<file path="src/rtl/irq_arbiter.sv">
// rtl/irq_arbiter.sv - interrupt request arbiter with req/ack/eoi handshake to the CPU
//
// Purpose:
//   Latches rising edges of the interrupt sources into pending bits. It picks
//   one unmasked pending source and presents it to the CPU. It then walks the
//   request / acknowledge / end-of-interrupt handshake.
//
// Ports:
//   sysclk    in   system clock, posedge
//   reset     in   asynchronous active-high reset
//   irq_src   in   [NUM_SRC] interrupt sources, rising edge = one request
//   irq_mask  in   [NUM_SRC] 1 = source not selectable (pending still latches)
//   cpu_ack   in   CPU accepts the presented interrupt (REQ only)
//   cpu_eoi   in   CPU handler finished (SERVICE only)
//   lost_clr  in   clears all lost bits
//   cpu_irq   out  interrupt request to the CPU
//   irq_id    out  [ID_W] presented / in-service source index
//   pending   out  [NUM_SRC] latched, not yet acknowledged requests
//   lost      out  [NUM_SRC] sticky, edge arrived while already pending
//   timeout   out  one-cycle pulse when a request was abandoned
//
// Optional feature macro: IRQ_ROUND_ROBIN_EN
//   The macro is undefined by default. Selection is then fixed priority, and
//   the lowest index wins.
//   When the macro is defined, selection is round-robin. The search starts
//   after the last acknowledged source.
module irq_arbiter #(
  parameter int NUM_SRC     = 4,
  parameter int ID_W        = 2,
  parameter int ACK_TIMEOUT = 255
) (
  input  logic               sysclk,
  input  logic               reset,
  input  logic [NUM_SRC-1:0] irq_src,
  input  logic [NUM_SRC-1:0] irq_mask,
  input  logic               cpu_ack,
  input  logic               cpu_eoi,
  input  logic               lost_clr,
  output logic               cpu_irq,
  output logic [ID_W-1:0]    irq_id,
  output logic [NUM_SRC-1:0] pending,
  output logic [NUM_SRC-1:0] lost,
  output logic               timeout
);

  localparam int CNT_W = $clog2(ACK_TIMEOUT + 1);

  typedef enum logic [1:0] {
    S_IDLE    = 2'd0,
    S_REQ     = 2'd1,
    S_SERVICE = 2'd2
  } state_t;

  state_t             state_q, state_d;
  logic [NUM_SRC-1:0] prev_q;
  logic [NUM_SRC-1:0] pending_q, pending_d;
  logic [NUM_SRC-1:0] lost_q, lost_d;
  logic [ID_W-1:0]    irq_id_q, irq_id_d;
  logic               cpu_irq_q, cpu_irq_d;
  logic               timeout_q, timeout_d;
  logic [CNT_W-1:0]   cnt_q, cnt_d;

  logic [NUM_SRC-1:0] src_rise;
  logic [NUM_SRC-1:0] eligible;
  logic [NUM_SRC-1:0] clr;
  logic               ack_take;
  logic               win_valid;
  logic [ID_W-1:0]    win_id;

  assign src_rise = irq_src & ~prev_q;
  assign eligible = pending_q & ~irq_mask;
  assign ack_take = (state_q == S_REQ) && cpu_ack;

  // One-hot clear of the served source on acknowledge.
  always_comb begin
    clr = '0;
    for (int i = 0; i < NUM_SRC; i++) begin
      if (ack_take && (irq_id_q == ID_W'(i))) clr[i] = 1'b1;
    end
  end

  // A new edge beats a simultaneous clear. A lost request is counted only
  // when the bit stays pending, because the clear did not take it away.
  // A new lost event beats lost_clr.
  assign pending_d = (pending_q & ~clr) | src_rise;
  assign lost_d    = (lost_clr ? '0 : lost_q) | (src_rise & pending_q & ~clr);

`ifdef IRQ_ROUND_ROBIN_EN
  logic [ID_W-1:0] last_q, last_d;
  int              rr_dist;
  int              rr_best;

  // Each eligible source gets a distance, counted from the slot after
  // last_q. The smallest distance wins.
  always_comb begin
    win_valid = 1'b0;
    win_id    = '0;
    rr_dist   = 0;
    rr_best   = NUM_SRC;
    for (int i = 0; i < NUM_SRC; i++) begin
      rr_dist = i - int'(last_q) - 1;
      if (rr_dist < 0) rr_dist = rr_dist + NUM_SRC;
      if (eligible[i] && (rr_dist < rr_best)) begin
        rr_best   = rr_dist;
        win_id    = ID_W'(i);
        win_valid = 1'b1;
      end
    end
  end

  // Only an accepted interrupt moves the pointer; timeouts leave it alone.
  assign last_d = ack_take ? irq_id_q : last_q;

  always_ff @(posedge sysclk or posedge reset) begin
    if (reset) last_q <= ID_W'(NUM_SRC - 1);
    else       last_q <= last_d;
  end
`else
  // Descending scan so the lowest eligible index is assigned last.
  always_comb begin
    win_valid = |eligible;
    win_id    = '0;
    for (int i = NUM_SRC - 1; i >= 0; i--) begin
      if (eligible[i]) win_id = ID_W'(i);
    end
  end
`endif

  always_comb begin
    state_d   = state_q;
    irq_id_d  = irq_id_q;
    cpu_irq_d = cpu_irq_q;
    cnt_d     = cnt_q;
    timeout_d = 1'b0;
    case (state_q)
      S_IDLE: begin
        cpu_irq_d = 1'b0;
        if (win_valid) begin
          irq_id_d  = win_id;
          cpu_irq_d = 1'b1;
          cnt_d     = CNT_W'(ACK_TIMEOUT);
          state_d   = S_REQ;
        end
      end
      S_REQ: begin
        if (cpu_ack) begin
          cpu_irq_d = 1'b0;
          state_d   = S_SERVICE;
        end else if (cnt_q == CNT_W'(1)) begin
          // The counter would reach zero on this edge, so the request is
          // abandoned. The pending bit stays set.
          cpu_irq_d = 1'b0;
          timeout_d = 1'b1;
          cnt_d     = '0;
          state_d   = S_IDLE;
        end else begin
          cnt_d = cnt_q - CNT_W'(1);
        end
      end
      S_SERVICE: begin
        cpu_irq_d = 1'b0;
        if (cpu_eoi) state_d = S_IDLE;
      end
      default: begin
        cpu_irq_d = 1'b0;
        state_d   = S_IDLE;
      end
    endcase
  end

  always_ff @(posedge sysclk or posedge reset) begin
    if (reset) begin
      state_q   <= S_IDLE;
      prev_q    <= '0;
      pending_q <= '0;
      lost_q    <= '0;
      irq_id_q  <= '0;
      cpu_irq_q <= 1'b0;
      timeout_q <= 1'b0;
      cnt_q     <= '0;
    end else begin
      state_q   <= state_d;
      prev_q    <= irq_src;
      pending_q <= pending_d;
      lost_q    <= lost_d;
      irq_id_q  <= irq_id_d;
      cpu_irq_q <= cpu_irq_d;
      timeout_q <= timeout_d;
      cnt_q     <= cnt_d;
    end
  end

  assign cpu_irq = cpu_irq_q;
  assign irq_id  = irq_id_q;
  assign pending = pending_q;
  assign lost    = lost_q;
  assign timeout = timeout_q;

endmodule

</file>
<file path="config.mk">
export PLATFORM = sky130hd
export DESIGN_NAME = irq_arbiter
export DESIGN_NICKNAME = d
export VERILOG_FILES = /design/src/rtl/irq_arbiter.sv
export SDC_FILE = /design/constraint.sdc
export NUM_CORES = 1
export LEC_CHECK = 0
export CORE_MARGIN = 3
export CORE_UTILIZATION = 44
export DETAILED_ROUTE_END_ITERATION = 10
export GPL_TIMING_DRIVEN = 0
export HOLD_SLACK_MARGIN = 0.12
export PLACE_DENSITY = 0.73
export SLEW_MARGIN = 20
export SYNTH_ARGS = -nofsm -noshare
export SYNTH_HDL_FRONTEND = slang
export SYNTH_SLANG_ARGS = --single-unit
</file>
<file path="constraint.sdc">
create_clock -name sysclk -period 1.3 [get_ports sysclk]
set_input_delay 0.325 -clock sysclk [delete_from_list [all_inputs] [get_ports sysclk]]
set_output_delay 0.325 -clock sysclk [all_outputs]
set_load 0.01 [all_outputs]
</file>
==> results.cfg <==
[layout]
fin_cells = 195
final_common_cell = dfrtp_1
antenna_cells = 0
area_growth_pct = 49.9
nNetsFinal = 181
final_cell_area_mm2 = 0.00179
layout-drive-gt1-share_pct = 41.8
layout_common_cells = 23 x dfrtp_1, 18 x buf_4, 10 x nand2_1, 10 x clkdlybuf4s50_1
final_util_pct = 70.8

[die]
initial_utilization_pct = 47.2
dieArea_mm2 = 0.00337
core_region_area_mm2 = 0.00252
rows = 18
die_width_um = 58.0
io_pins = 25
die_height_um = 58.0

[outcome]
outcome = finished with violations
violations = negative setup slack

[critical_path]
slowest_stage = dfrtp_1
cp.arrival_ps = 1760
crit_buf_inv = 1
cp.required_ps = 1530
startpoint_type = register
critPathCaptureType = register
worst-path-max-fanout = 5
critPathTopFamily = compound AO/OA/AOI/OAI gates
critPathKind = reg2reg
critPathMaxStageDelay_ps = 430
worstPathCellList = nor2b_4 > o41ai_2 > buf_4 > nand2_2 > o211a_1

[timing]
grt_setup_unrepaired = true
drv_slew = 0
skew_ps = 1.81
max_freq_ghz = 0.656
finalCritPeriodShare_pct = 117
setup_viol = 14
hold_viol_final = 0
tightest_slew_ps = 921
fin_ws_ps = -225
min_period_ps = 1520
relSlewSlack_pct = 38.2

[clock_tree]
worstSkewPairLatency_ps = 320
cts_buffer_depth = 2
cts_root_buf = clkbuf_4
cts.sinks = 26
cts_tree = built
clkTransAtPathRegs_ps = 150
numCtsBuffers = 3
htreeDepth = 1

[routing]
ant_nets = 0
first_pass_iters = 4
drtIter0Drc = 56
wl_per_cell_um = 16.2
routed_wl_um = 3150
vias = 1067
post_drt_via_cell_ratio = 5.47
drc = 0

[placement]
gp_congestion = 0.791
dp_slack_ps = -639
placed_cell_area_mm2 = 0.00148
dpl.hpwl_um = 1830
portBuffers = 24
dpl.cell_count = 168

[yosys]
synthesis.area_mm2 = 0.00119
syn_inst = 114
synth_area_per_cell_um2 = 10.4
seq_area_frac_synth_pct = 54.6
yosysWarnings = 0
synth_cell_types = 37
synth_seq_cells = 26
synthFlopType = dfrtp_1
synth_edf_count = 0
async_flop_share_pct = 100
synth_fp_nets = 129

[global_route]
gr-usage-all-layers_pct = 19.2
grt_pass1_vias = 1066
grt_antenna_before_repair = 0
overflow = 0
grt_max_degree = 27
grt_pass1_wl_um = 4970

[flow_run]
drv_cap = 0

[power_and_ir_drop]
total_power_w = 0.00335
irDropWorstVdd_uv = 1310
pwr_density_cell_mw_per_mm2 = 1880
power.leakage_nw = 0.825

[hold_path]
hp-class = in2async
-- per-layer routing --
layer / wire length, µm / track usage, %
met1: 1380 / 26.0
met2: 1510 / 31.5
met3: 188 / 3.12
met4: 76 / 6.62
met5: 0 / 0
-- state kept, by name (all words and copies together) (netlist names) --
signal and flops:
cnt_q 8, timeout 1, pending 4, prev_q 4, state_q 2, cpu_irq 1
lost 4, irq_id 2
-- synth_stat cells (2+ instances only) --
cell type / n / area share [%]
a211oi_1: 3 / 1.9
a21o_1: 2 / 1.3
a21oi_1: 2 / 0.84
buf_4: 2 / 1.3
dfrtp_1: 26 / 55
ha_1: 2 / 2.1
inv_1: 9 / 2.8
nand2_1: 13 / 4.1
nand2b_1: 5 / 2.6
nor2_1: 9 / 2.8
nor2b_1: 4 / 2.1
o211a_1: 2 / 1.7
o21ai_0: 7 / 2.9
o22ai_1: 4 / 2.1
o41ai_1: 2 / 1.5
-- final timing paths --
path | slack, ps | endpoint | start | depth (start not counted)
worst max-delay path | -220 | cnt_q[6]$_DFFE_PP0P_ | pending[3]$_DFF_PP0_ | 5
worst min-delay path | 370 | lost[2]$_DFF_PP0_ | reset | 2
worst max register to register | -220 | cnt_q[6]$_DFFE_PP0P_ | pending[3]$_DFF_PP0_ | 5
worst min register to register | 530 | pending[0]$_DFF_PP0_ | prev_q[0]$_DFF_PP0_ | 2
max in group asynchronous | 460 | irq_id[1]$_DFFE_PP0P_ | reset | 2
min in group sysclk | 450 | prev_q[0]$_DFF_PP0_ | irq_src[0] | 1
-- where the power goes --
| part | switching [W] | internal [W] |
|---|---|---|
| registers | 0.000159 | 0.00101 |
| clock network | 0.000254 | 0.000171 |
| logic | 0.000833 | 0.000927 |
-- metrics by stage --
step,hold slack [ps],setup TNS (ps)
final,371,-2020
after global routing,437,-2690
after CTS,451,-1790
after detailed placement,510,-15980
after global placement,502,-14310
after floorplan,356,-721
-- layout make-up --
cell class	count	area, µm²
fill	185	737
sequential	26	654
multi-input combinational	76	617
timing repair buffer	47	383
inverter	10	42.5
tap	30	37.5
clock buffer	4	36.3
buffer	2	15.0
-- timing repair --
item                                    4_1_cts  5_1_grt
gates resized for setup                      52       30
buffers inserted                             17        7
pin swaps                                     3        7
hold buffers                                  0        0
endpoints found under the setup margin       26       29
-- cells by family after synthesis --
group,after synthesis,synth area share [%]
compound gates,30,18.2
flops,26,54.6
xor+xnor,1,0.735
simple gates,43,19.9
buf+inv,12,4.52
fa+ha+maj,2,2.10
Note: power is estimated with default switching activity, not from simulation.
